$ cat config.mk
export PLATFORM = sky130hd
export DESIGN_NAME = axi_buffered_adapter
export DESIGN_NICKNAME = d
export VERILOG_FILES = /design/src/rtl/axi_buffered_adapter_pkg.sv /design/src/rtl/axi_buffered_fifo.sv /design/src/rtl/axi_buffered_adapter.sv
export SDC_FILE = /design/constraint.sdc
export NUM_CORES = 1
export LEC_CHECK = 0
export CAP_MARGIN = 25
export CELL_PAD_IN_SITES_DETAIL_PLACEMENT = 1
export CELL_PAD_IN_SITES_GLOBAL_PLACEMENT = 1
export CORE_MARGIN = 2
export CORE_UTILIZATION = 39
export CTS_BUF_LIST = sky130_fd_sc_hd__clkbuf_4 sky130_fd_sc_hd__clkbuf_8
export CTS_CLUSTER_DIAMETER = 100
export DETAILED_ROUTE_END_ITERATION = 8
export PLACE_DENSITY = 0.9
export SLEW_MARGIN = 10
export SYNTH_ARGS = -nofsm -noshare
export SYNTH_HDL_FRONTEND = slang
export SYNTH_HIERARCHICAL = 1
export SYNTH_SLANG_ARGS = --single-unit
$ cat constraint.sdc
create_clock -name clk -period 7.3 [get_ports clk]
set_input_delay 1.46 -clock clk [delete_from_list [all_inputs] [get_ports clk]]
set_output_delay 1.46 -clock clk [all_outputs]
set_load 0.1 [all_outputs]
$ cat src/rtl/axi_buffered_adapter_pkg.sv
// axi_buffered_adapter_pkg: shared AXI4 field widths and response codes for the buffered adapter
package axi_buffered_adapter_pkg;
    localparam int LEN_W    = 8;
    localparam int SIZE_W   = 3;
    localparam int BURST_W  = 2;
    localparam int CACHE_W  = 4;
    localparam int PROT_W   = 3;
    localparam int QOS_W    = 4;
    localparam int REGION_W = 4;
    localparam int RESP_W   = 2;
    // AW/AR fields other than id, addr and user (lock is one bit)
    localparam int AX_W = LEN_W + SIZE_W + BURST_W + 1 + CACHE_W + PROT_W + QOS_W + REGION_W;
    typedef enum logic [RESP_W-1:0] {
        OKAY   = 2'b00,
        EXOKAY = 2'b01,
        SLVERR = 2'b10,
        DECERR = 2'b11
    } resp_e;
endpackage

$ cat src/rtl/axi_buffered_fifo.sv
// axi_buffered_fifo: registered-output valid/ready FIFO; ready depends only on the stored count
module axi_buffered_fifo #(
    parameter int WIDTH = 8,
    parameter int DEPTH = 2
) (
    input  logic             clk,
    input  logic             rst,
    input  logic [WIDTH-1:0] in_data,
    input  logic             in_valid,
    output logic             in_ready,
    output logic [WIDTH-1:0] out_data,
    output logic             out_valid,
    input  logic             out_ready
);
    localparam int AW = $clog2(DEPTH);
    localparam int CW = AW + 1;
    logic [WIDTH-1:0] mem [DEPTH];
    logic [AW-1:0]    wp, rp;
    logic [CW-1:0]    cnt;
    logic             push, pop;
    assign in_ready  = cnt < CW'(DEPTH);
    assign out_valid = cnt != '0;
    assign out_data  = mem[rp];
    assign push      = in_valid && in_ready;
    assign pop       = out_valid && out_ready;
    // storage, pointers and occupancy; storage cleared so payload outputs read zero after reset
    always_ff @(posedge clk or posedge rst) begin
        if (rst) begin
            for (int i = 0; i < DEPTH; i++) mem[i] <= '0;
            wp  <= '0;
            rp  <= '0;
            cnt <= '0;
        end else begin
            if (push) begin
                mem[wp] <= in_data;
                wp      <= wp + AW'(1);
            end
            if (pop) rp <= rp + AW'(1);
            cnt <= cnt + CW'(push) - CW'(pop);
        end
    end
endmodule

$ cat src/rtl/axi_buffered_adapter.sv
// axi_buffered_adapter: per-channel AXI4 FIFOs with write/read outstanding limiters; AXI_BUFFERED_ADAPTER_USER_EN forwards user fields
module axi_buffered_adapter
    import axi_buffered_adapter_pkg::*;
#(
    parameter int ID_WIDTH           = 4,
    parameter int ADDR_WIDTH         = 64,
    parameter int DATA_WIDTH         = 64,
    parameter int USER_WIDTH         = 1,
    parameter int DEPTH              = 2,
    parameter int MAX_WR_OUTSTANDING = 8,
    parameter int MAX_RD_OUTSTANDING = 8
) (
    input  logic                    clk,
    input  logic                    rst,
    input  logic [ID_WIDTH-1:0]     s_axi_awid,
    input  logic [ADDR_WIDTH-1:0]   s_axi_awaddr,
    input  logic [LEN_W-1:0]        s_axi_awlen,
    input  logic [SIZE_W-1:0]       s_axi_awsize,
    input  logic [BURST_W-1:0]      s_axi_awburst,
    input  logic                    s_axi_awlock,
    input  logic [CACHE_W-1:0]      s_axi_awcache,
    input  logic [PROT_W-1:0]       s_axi_awprot,
    input  logic [QOS_W-1:0]        s_axi_awqos,
    input  logic [REGION_W-1:0]     s_axi_awregion,
    input  logic [USER_WIDTH-1:0]   s_axi_awuser,
    input  logic                    s_axi_awvalid,
    output logic                    s_axi_awready,
    input  logic [DATA_WIDTH-1:0]   s_axi_wdata,
    input  logic [DATA_WIDTH/8-1:0] s_axi_wstrb,
    input  logic                    s_axi_wlast,
    input  logic [USER_WIDTH-1:0]   s_axi_wuser,
    input  logic                    s_axi_wvalid,
    output logic                    s_axi_wready,
    output logic [ID_WIDTH-1:0]     s_axi_bid,
    output logic [RESP_W-1:0]       s_axi_bresp,
    output logic [USER_WIDTH-1:0]   s_axi_buser,
    output logic                    s_axi_bvalid,
    input  logic                    s_axi_bready,
    input  logic [ID_WIDTH-1:0]     s_axi_arid,
    input  logic [ADDR_WIDTH-1:0]   s_axi_araddr,
    input  logic [LEN_W-1:0]        s_axi_arlen,
    input  logic [SIZE_W-1:0]       s_axi_arsize,
    input  logic [BURST_W-1:0]      s_axi_arburst,
    input  logic                    s_axi_arlock,
    input  logic [CACHE_W-1:0]      s_axi_arcache,
    input  logic [PROT_W-1:0]       s_axi_arprot,
    input  logic [QOS_W-1:0]        s_axi_arqos,
    input  logic [REGION_W-1:0]     s_axi_arregion,
    input  logic [USER_WIDTH-1:0]   s_axi_aruser,
    input  logic                    s_axi_arvalid,
    output logic                    s_axi_arready,
    output logic [ID_WIDTH-1:0]     s_axi_rid,
    output logic [DATA_WIDTH-1:0]   s_axi_rdata,
    output logic [RESP_W-1:0]       s_axi_rresp,
    output logic                    s_axi_rlast,
    output logic [USER_WIDTH-1:0]   s_axi_ruser,
    output logic                    s_axi_rvalid,
    input  logic                    s_axi_rready,
    output logic [ID_WIDTH-1:0]     m_axi_awid,
    output logic [ADDR_WIDTH-1:0]   m_axi_awaddr,
    output logic [LEN_W-1:0]        m_axi_awlen,
    output logic [SIZE_W-1:0]       m_axi_awsize,
    output logic [BURST_W-1:0]      m_axi_awburst,
    output logic                    m_axi_awlock,
    output logic [CACHE_W-1:0]      m_axi_awcache,
    output logic [PROT_W-1:0]       m_axi_awprot,
    output logic [QOS_W-1:0]        m_axi_awqos,
    output logic [REGION_W-1:0]     m_axi_awregion,
    output logic [USER_WIDTH-1:0]   m_axi_awuser,
    output logic                    m_axi_awvalid,
    input  logic                    m_axi_awready,
    output logic [DATA_WIDTH-1:0]   m_axi_wdata,
    output logic [DATA_WIDTH/8-1:0] m_axi_wstrb,
    output logic                    m_axi_wlast,
    output logic [USER_WIDTH-1:0]   m_axi_wuser,
    output logic                    m_axi_wvalid,
    input  logic                    m_axi_wready,
    input  logic [ID_WIDTH-1:0]     m_axi_bid,
    input  logic [RESP_W-1:0]       m_axi_bresp,
    input  logic [USER_WIDTH-1:0]   m_axi_buser,
    input  logic                    m_axi_bvalid,
    output logic                    m_axi_bready,
    output logic [ID_WIDTH-1:0]     m_axi_arid,
    output logic [ADDR_WIDTH-1:0]   m_axi_araddr,
    output logic [LEN_W-1:0]        m_axi_arlen,
    output logic [SIZE_W-1:0]       m_axi_arsize,
    output logic [BURST_W-1:0]      m_axi_arburst,
    output logic                    m_axi_arlock,
    output logic [CACHE_W-1:0]      m_axi_arcache,
    output logic [PROT_W-1:0]       m_axi_arprot,
    output logic [QOS_W-1:0]        m_axi_arqos,
    output logic [REGION_W-1:0]     m_axi_arregion,
    output logic [USER_WIDTH-1:0]   m_axi_aruser,
    output logic                    m_axi_arvalid,
    input  logic                    m_axi_arready,
    input  logic [ID_WIDTH-1:0]     m_axi_rid,
    input  logic [DATA_WIDTH-1:0]   m_axi_rdata,
    input  logic [RESP_W-1:0]       m_axi_rresp,
    input  logic                    m_axi_rlast,
    input  logic [USER_WIDTH-1:0]   m_axi_ruser,
    input  logic                    m_axi_rvalid,
    output logic                    m_axi_rready
);
`ifdef AXI_BUFFERED_ADAPTER_USER_EN
    localparam int UW = USER_WIDTH;
`else
    localparam int UW = 0;
`endif
    localparam int AXW = ID_WIDTH + ADDR_WIDTH + AX_W;
    localparam int WW  = DATA_WIDTH + DATA_WIDTH / 8 + 1;
    localparam int BW  = ID_WIDTH + RESP_W;
    localparam int RW  = ID_WIDTH + DATA_WIDTH + RESP_W + 1;
    localparam int WCW = $clog2(MAX_WR_OUTSTANDING + 1);
    localparam int RCW = $clog2(MAX_RD_OUTSTANDING + 1);

    logic [AXW+UW-1:0] aw_in, aw_out, ar_in, ar_out;
    logic [WW+UW-1:0]  w_in, w_out;
    logic [BW+UW-1:0]  b_in, b_out;
    logic [RW+UW-1:0]  r_in, r_out;
    logic              aw_fifo_ready, ar_fifo_ready, wr_ok, rd_ok;
    logic [WCW-1:0]    wr_cnt;
    logic [RCW-1:0]    rd_cnt;
    logic              aw_hs, b_hs, ar_hs, rlast_hs;

    assign aw_in[AXW-1:0] = {s_axi_awid, s_axi_awaddr, s_axi_awlen, s_axi_awsize, s_axi_awburst,
                             s_axi_awlock, s_axi_awcache, s_axi_awprot, s_axi_awqos, s_axi_awregion};
    assign {m_axi_awid, m_axi_awaddr, m_axi_awlen, m_axi_awsize, m_axi_awburst,
            m_axi_awlock, m_axi_awcache, m_axi_awprot, m_axi_awqos, m_axi_awregion} = aw_out[AXW-1:0];
    assign ar_in[AXW-1:0] = {s_axi_arid, s_axi_araddr, s_axi_arlen, s_axi_arsize, s_axi_arburst,
                             s_axi_arlock, s_axi_arcache, s_axi_arprot, s_axi_arqos, s_axi_arregion};
    assign {m_axi_arid, m_axi_araddr, m_axi_arlen, m_axi_arsize, m_axi_arburst,
            m_axi_arlock, m_axi_arcache, m_axi_arprot, m_axi_arqos, m_axi_arregion} = ar_out[AXW-1:0];
    assign w_in[WW-1:0] = {s_axi_wdata, s_axi_wstrb, s_axi_wlast};
    assign {m_axi_wdata, m_axi_wstrb, m_axi_wlast} = w_out[WW-1:0];
    assign b_in[BW-1:0] = {m_axi_bid, m_axi_bresp};
    assign {s_axi_bid, s_axi_bresp} = b_out[BW-1:0];
    assign r_in[RW-1:0] = {m_axi_rid, m_axi_rdata, m_axi_rresp, m_axi_rlast};
    assign {s_axi_rid, s_axi_rdata, s_axi_rresp, s_axi_rlast} = r_out[RW-1:0];

`ifdef AXI_BUFFERED_ADAPTER_USER_EN
    assign aw_in[AXW+:UW] = s_axi_awuser;
    assign m_axi_awuser   = aw_out[AXW+:UW];
    assign ar_in[AXW+:UW] = s_axi_aruser;
    assign m_axi_aruser   = ar_out[AXW+:UW];
    assign w_in[WW+:UW]   = s_axi_wuser;
    assign m_axi_wuser    = w_out[WW+:UW];
    assign b_in[BW+:UW]   = m_axi_buser;
    assign s_axi_buser    = b_out[BW+:UW];
    assign r_in[RW+:UW]   = m_axi_ruser;
    assign s_axi_ruser    = r_out[RW+:UW];
`else
    logic unused_user;
    assign unused_user  = ^{s_axi_awuser, s_axi_aruser, s_axi_wuser, m_axi_buser, m_axi_ruser};
    assign m_axi_awuser = '0;
    assign m_axi_aruser = '0;
    assign m_axi_wuser  = '0;
    assign s_axi_buser  = '0;
    assign s_axi_ruser  = '0;
`endif

    assign wr_ok         = wr_cnt < WCW'(MAX_WR_OUTSTANDING);
    assign rd_ok         = rd_cnt < RCW'(MAX_RD_OUTSTANDING);
    assign s_axi_awready = aw_fifo_ready && wr_ok;
    assign s_axi_arready = ar_fifo_ready && rd_ok;
    assign aw_hs         = s_axi_awvalid && s_axi_awready;
    assign b_hs          = s_axi_bvalid && s_axi_bready;
    assign ar_hs         = s_axi_arvalid && s_axi_arready;
    assign rlast_hs      = s_axi_rvalid && s_axi_rready && s_axi_rlast;

    // outstanding-burst counters; a stray completion at zero is ignored rather than wrapping
    always_ff @(posedge clk or posedge rst) begin
        if (rst) begin
            wr_cnt <= '0;
            rd_cnt <= '0;
        end else begin
            wr_cnt <= wr_cnt + WCW'(aw_hs) - WCW'(b_hs && wr_cnt != '0);
            rd_cnt <= rd_cnt + RCW'(ar_hs) - RCW'(rlast_hs && rd_cnt != '0);
        end
    end

    wr_underflow: assert property (@(posedge clk) disable iff (rst) b_hs |-> wr_cnt != '0);
    rd_underflow: assert property (@(posedge clk) disable iff (rst) rlast_hs |-> rd_cnt != '0);

    axi_buffered_fifo #(.WIDTH(AXW + UW), .DEPTH(DEPTH)) u_aw (
        .clk(clk), .rst(rst), .in_data(aw_in), .in_valid(s_axi_awvalid && wr_ok), .in_ready(aw_fifo_ready),
        .out_data(aw_out), .out_valid(m_axi_awvalid), .out_ready(m_axi_awready));
    axi_buffered_fifo #(.WIDTH(WW + UW), .DEPTH(DEPTH)) u_w (
        .clk(clk), .rst(rst), .in_data(w_in), .in_valid(s_axi_wvalid), .in_ready(s_axi_wready),
        .out_data(w_out), .out_valid(m_axi_wvalid), .out_ready(m_axi_wready));
    axi_buffered_fifo #(.WIDTH(BW + UW), .DEPTH(DEPTH)) u_b (
        .clk(clk), .rst(rst), .in_data(b_in), .in_valid(m_axi_bvalid), .in_ready(m_axi_bready),
        .out_data(b_out), .out_valid(s_axi_bvalid), .out_ready(s_axi_bready));
    axi_buffered_fifo #(.WIDTH(AXW + UW), .DEPTH(DEPTH)) u_ar (
        .clk(clk), .rst(rst), .in_data(ar_in), .in_valid(s_axi_arvalid && rd_ok), .in_ready(ar_fifo_ready),
        .out_data(ar_out), .out_valid(m_axi_arvalid), .out_ready(m_axi_arready));
    axi_buffered_fifo #(.WIDTH(RW + UW), .DEPTH(DEPTH)) u_r (
        .clk(clk), .rst(rst), .in_data(r_in), .in_valid(m_axi_rvalid), .in_ready(m_axi_rready),
        .out_data(r_out), .out_valid(s_axi_rvalid), .out_ready(s_axi_rready));
endmodule

==> flow_metrics.tcl, run 1 <==
set metrics [dict create \
    regArea_mm2 0.0179 \
    clockBufferDepth 3 \
    r2r_start "u_r/rp" \
    ant_nets 0 \
    finalSetupViolations 0 \
    final_nets 3126 \
    cp-start-kind "register" \
    worst-r2r-setup-slack_ns 4.19 \
    critPathKind "reg -> out" \
    cts_resized 0 \
    timing_hold_violations_final 0 \
    core_mm2 0.0802 \
    wl_met3_mm 6.44 \
    worst-path-max-fanout 63 \
    area_growth_pct 34.5 \
    die_x_um 288 \
    worstHoldEndpoint "u_ar/mem[101]" \
    track_usage_pct 23.7 \
    cap_viol_max_count 0 \
    initial_core_util_pct 39.2 \
    status "finished clean" \
    min-delay-start "u_ar/mem[101]" \
    via_per_inst 5.09 \
    max_freq_mhz 186 \
    n_fill_cell 7745 \
    syn-cell-area_mm2 0.0314 \
    finalCritPeriodShare_pct 73.8 \
    relSlewSlack_pct 21.0 \
    utilization_pct 52.7 \
    ios 720 \
    wl_mm 100 \
    hpwl_mm 67.2 \
    clk_latency_ns 0.76 \
    routedWlPerCell_um 25.5 \
    slew_violations 0 \
    ff2ff_path_depth 9 \
    wl_met2_mm 53.2 \
    multiInputGateArea_mm2 0.0126 \
    io_buffers 709 \
    yosysWarnings 6 \
    routed.top_layer "met5" \
    ys_ff_latch 716 \
    root_buffer "clkbuf_8" \
    timing.final.crit_period_ns 5.39 \
    cts_tree "yes" \
    setup_ws_ns 1.91 \
    critPathRequiredTime_ns 5.84 \
    cts_buffers 120 \
    pre_cts_slack_ns 2.70 \
    drt-met1-wl_mm 35.2 \
    dr_total_vias 19979 \
    rows 104 \
    stdcell_area_mm2 0.0423 \
    hold_class "reg -> reg" \
    rsz0062_at_grt "no" \
    cts_setup_buffers 0 \
    drc_errors 0 \
    cts_sinks 716 \
    cp-end-kind "output pin" \
    grt_max_degree 135 \
    drive_gt1_share_pct 41.7 \
    min_path_cells 1 \
    ys_types 36 \
    dr.pass1.iters 4 \
    antenna_found_initial 32 \
    fin_worst_skew_ns 0.0327 \
    arrival_ns 3.93 \
    netlist_instances 1992 \
    die_area_mm2 0.0828 \
    clkTransAtPathRegs_ns 0.06 \
    drtIter0Drc 670 \
    overflow 0 \
    finalWeightedCongestion 0.823 \
    r2r-end "rd_cnt[1]" \
    die_h_um 288 \
    synth_area_per_cell_um2 15.8 \
    tightest_slew_ns 1.18 \
    hold_buffers 0 \
    setup_tns_ns 0 \
    grt_pass1_vias 23965 \
    post_dp_cell_area_mm2 0.0395 \
    ys_seq_area_share_pct 57.0 \
    cts_max_level 3 \
    grt_pass1_wl_mm 150 \
]
area by class of cell:
class | count | share of cell area, %
sequential | 716 | 42.4
timing repair buffer | 743 | 18.0
multi-input combinational | 1141 | 29.8
antenna | 26 | 0.154
clock inverter | 20 | 0.358
tap | 1060 | 3.14
clock buffer | 197 | 5.81
inverter | 26 | 0.284
worst max-delay path by stage:
stage	end	slack, ns	startpoint
after detailed placement	m_axi_araddr[1]	2.70	u_ar/rp
after global placement	m_axi_awaddr[32]	2.72	u_aw/rp
after global routing	m_axi_awqos[1]	1.74	u_aw/rp
after CTS	m_axi_awqos[1]	1.82	u_aw/rp
after floorplan	u_ar/cnt[0]	0.44	rst
final	m_axi_awqos[1]	1.91	u_aw/rp
flip-flops by register name, indices dropped and copies added, names as in the netlist, 4 cells and up:
name and flops:
u_r/mem 142, rd_cnt 4, u_w/mem 146, wr_cnt 4, u_b/mem 12, u_ar/mem 194, u_aw/mem 194
stage by stage:
stage | cells | hold slack [ns]
after floorplan | 1996 | 0.454
final | 3929 | 0.483
after detailed placement | 3681 | 0.475
after CTS | 3898 | 0.488
after global routing | 3929 | 0.504
after global placement | 3673 | 0.463
worst max-delay path: stages, from the launching register on:
cell,delay [ns]
dfrtp_4,1.02
buf_4,0.61
mux2_2,0.27
clkdlybuf4s50_1,1.24
cells by family after synthesis:
| group | Yosys count | synth area share, % |
|---|---|---|
| AOI/OAI and AO/OA | 20 | 0.446 |
| xor gates and xnor gates | 19 | 0.530 |
| adders and majority gates | 17 | 0.725 |
| buffers and inverters | 139 | 2.98 |
| DFF | 716 | 57.0 |
| muxes | 1032 | 37.2 |
| other | 1 | 0.0119 |
| and+or+nand+nor | 48 | 1.08 |
cell usage after synthesis (all sizes together):
library cell	count	area share, %
mux2	1032	37
and2	4	0.080
ha	15	0.60
o311a	1	0.032
xnor2	15	0.42
conb	1	0.012
nand2b	4	0.096
xor2	4	0.11
clkbuf	17	0.65
dfrtp	716	57
inv	26	0.31
or2	6	0.12
o21ai	8	0.13
a2bb2oi	4	0.11
nor2	10	0.24
a21o	2	0.048
a221o	1	0.036
nand2	9	0.11
o22ai	1	0.020
nor2b	10	0.25
a21oi	3	0.072
fa	2	0.13
nand3	5	0.19
buf	96	2.0
placed cells by master, fill, tap and decap left out, drive strengths merged, types with 5 or more instances in the layout:
| master | synthesis | layout |
|---|---|---|
| or2 | 6 | 6 |
| clkinv | 0 | 13 |
| mux2 | 1032 | 1032 |
| nor2b | 10 | 10 |
| dfrtp | 716 | 716 |
| nand3 | 5 | 5 |
| diode | 0 | 26 |
| clkbuf | 17 | 197 |
| inv | 26 | 28 |
| buf | 96 | 34 |
| nand2 | 9 | 9 |
| o21ai | 8 | 8 |
| conb | 1 | 5 |
| clkdlybuf4s50 | 0 | 709 |
| nor2 | 10 | 10 |
| ha | 15 | 15 |
| xnor2 | 15 | 15 |
routing by layer:
| metal | track usage [%] | vias to the layer above |
|---|---|---|
| li1 | - | 8650 |
| met5 | 0 | - |
| met2 | 43.1 | 684 |
| met3 | 6.87 | 279 |
| met1 | 24.4 | 10354 |
| met4 | 13.1 | 12 |
Power of run 1 is left out: the tool's default activity adds up to more than one toggle a clock period on the data nets, which glitch-free logic cannot reach.
==> run 2: changes to the inputs <==
Clock period 7.3 ns to 4.7 ns, I/O delays scaled along.
==> run 2 against run 1 <==
Compared with the run above: critical path depth stayed put; non-clock buffer count is 4 higher; hold slack worse by 0.0044 ns; die area stayed put; wire length is 2.8% lower.
==> flow_metrics.tcl, run 2 (synthesis gave the netlist of run 1 again) <==
set metrics [dict create \
    timing.final.crit_period_ns 4.29 \
    tightest_slew_ns 1.11 \
    relSlewSlack_pct 25.9 \
    cp_slowest_cell "clkdlybuf4s50_1" \
    cp-end-kind "output pin" \
    ant_nets 0 \
    path_cells "buf_12 -> mux2_2 -> clkdlybuf4s50_1" \
    area_growth_pct 33.6 \
    cts_buffers 130 \
    final_common_cell "mux2_2" \
    final_nets 3140 \
    clkTransAtPathRegs_ns 0.05 \
    initial_core_util_pct 39.2 \
    rows 104 \
    cts_max_level 4 \
    die_h_um 288 \
    cts_tree "yes" \
    r2r-end "rd_cnt[1]" \
    status "finished clean" \
    worst-path-max-fanout 50 \
    arrival_ns 3.35 \
    routedWlPerCell_um 24.7 \
    reg.largest.list "u_ar/mem: 194 flops, u_aw/mem: 194 flops, u_w/mem: 146 flops" \
    clockBufferDepth 3 \
    wl_mm 97.6 \
    cts_setup_buffers 0 \
    die_x_um 288 \
    ff2ff_path_depth 9 \
    dr_total_vias 19989 \
    via_per_inst 5.06 \
    grt_pass1_vias 23835 \
    finalWeightedCongestion 0.845 \
    track_usage_pct 23.2 \
    overflow 0 \
    io_buffers 709 \
    drtIter0Drc 747 \
    ios 720 \
    hpwl_mm 65.9 \
    critPathKind "reg -> out" \
    drc_errors 0 \
    max_freq_mhz 233 \
    cts_sinks 716 \
    finalSetupViolations 0 \
    endpoint "s_axi_rdata[36]" \
    slowest_delay_ns 1.16 \
    root_buffer "clkbuf_8" \
    fin_worst_skew_ns 0.0529 \
    dr.pass1.iters 4 \
    cts_resized 0 \
    hold_class "reg -> reg" \
    timing_hold_violations_final 0 \
    finalCritPeriodShare_pct 91.2 \
    drive_gt1_share_pct 48.4 \
    grt_pass1_wl_mm 147 \
    final_cell_mix "mux2_2 (888), dfrtp_1 (712), clkdlybuf4s50_1 (527)" \
    cap_viol_max_count 0 \
    rsz0062_at_grt "no" \
    worst-r2r-setup-slack_ns 1.86 \
    cp-start-kind "register" \
    hold_buffers 0 \
    clk_latency_ns 0.78 \
    grt_max_degree 125 \
    slew_violations 0 \
    critPathLaunch "u_r/rp" \
    r2r_start "u_r/rp" \
    critPathRequiredTime_ns 3.76 \
    antenna_found_initial 32 \
    setup_tns_ns 0 \
    core_mm2 0.0802 \
    die_area_mm2 0.0828 \
]
run 2: changes by cell type in the layout (fill, tap and decap cells not counted), moves of 4 or more:
cell,delta
buf_12,+13
clkbuf_8,+7
diode_2,+6
buf_16,-11
clkinv_8,+4
buf_4,+184
clkdlybuf4s50_1,-182
run 2: cell type report:
type	instances	area [µm²]
fillers	7795	38200
flip-flops and latches	716	17900
multi-input cells	1141	12600
repair buffers	747	7120
clock buffers	204	2550
well taps	1060	1330
clock inverters	25	255
inverters	26	113
diodes	32	80.1
run 2: how the worst min path moves through the flow:
| stage | startpoint | end | slack, ns | cells after the start |
|---|---|---|---|---|
| 4_1_cts | u_ar/mem[101] | u_ar/mem[101] | 0.49 | 1 |
| 3_5_place_dp | u_aw/mem[105] | u_aw/mem[105] | 0.47 | 1 |
| 2_1_floorplan | u_ar/mem[100] | u_ar/mem[100] | 0.45 | 1 |
| 3_3_place_gp | u_aw/mem[124] | u_aw/mem[124] | 0.46 | 1 |
| 6_report | u_ar/mem[108] | u_ar/mem[108] | 0.48 | 1 |
| 5_1_grt | u_ar/mem[87] | u_ar/mem[87] | 0.51 | 1 |
run 2: metrics by stage:
stage	cell area (µm²)	hold slack (ns)	utilization (%)	instances	setup slack (ns)
3_5_place_dp	39100	0.475	48.7	3689	1.15
6_report	42000	0.479	52.4	3951	0.414
4_1_cts	41900	0.488	52.2	3918	0.333
3_3_place_gp	39000	0.463	48.7	3688	1.25
2_1_floorplan	31400	0.454	-	1996	1.20
5_1_grt	42000	0.505	52.4	3948	0.272
run 2: layer usage:
layer / GRT usage (%) / routed length [µm]
met3: 7.69 / 6520
met4: 13.5 / 5460
met2: 41.4 / 51700
met5: 0 / 37
met1: 23.7 / 33800
run 2: worst max-delay path, delay by kind of cell (launching register included):
| family | cells | cell delay (ns) |
|---|---|---|
| DFF | 1 | 0.74 |
| muxes | 1 | 0.25 |
| buffers and inverters | 2 | 1.51 |
Power of run 2 is left out for the same reason.
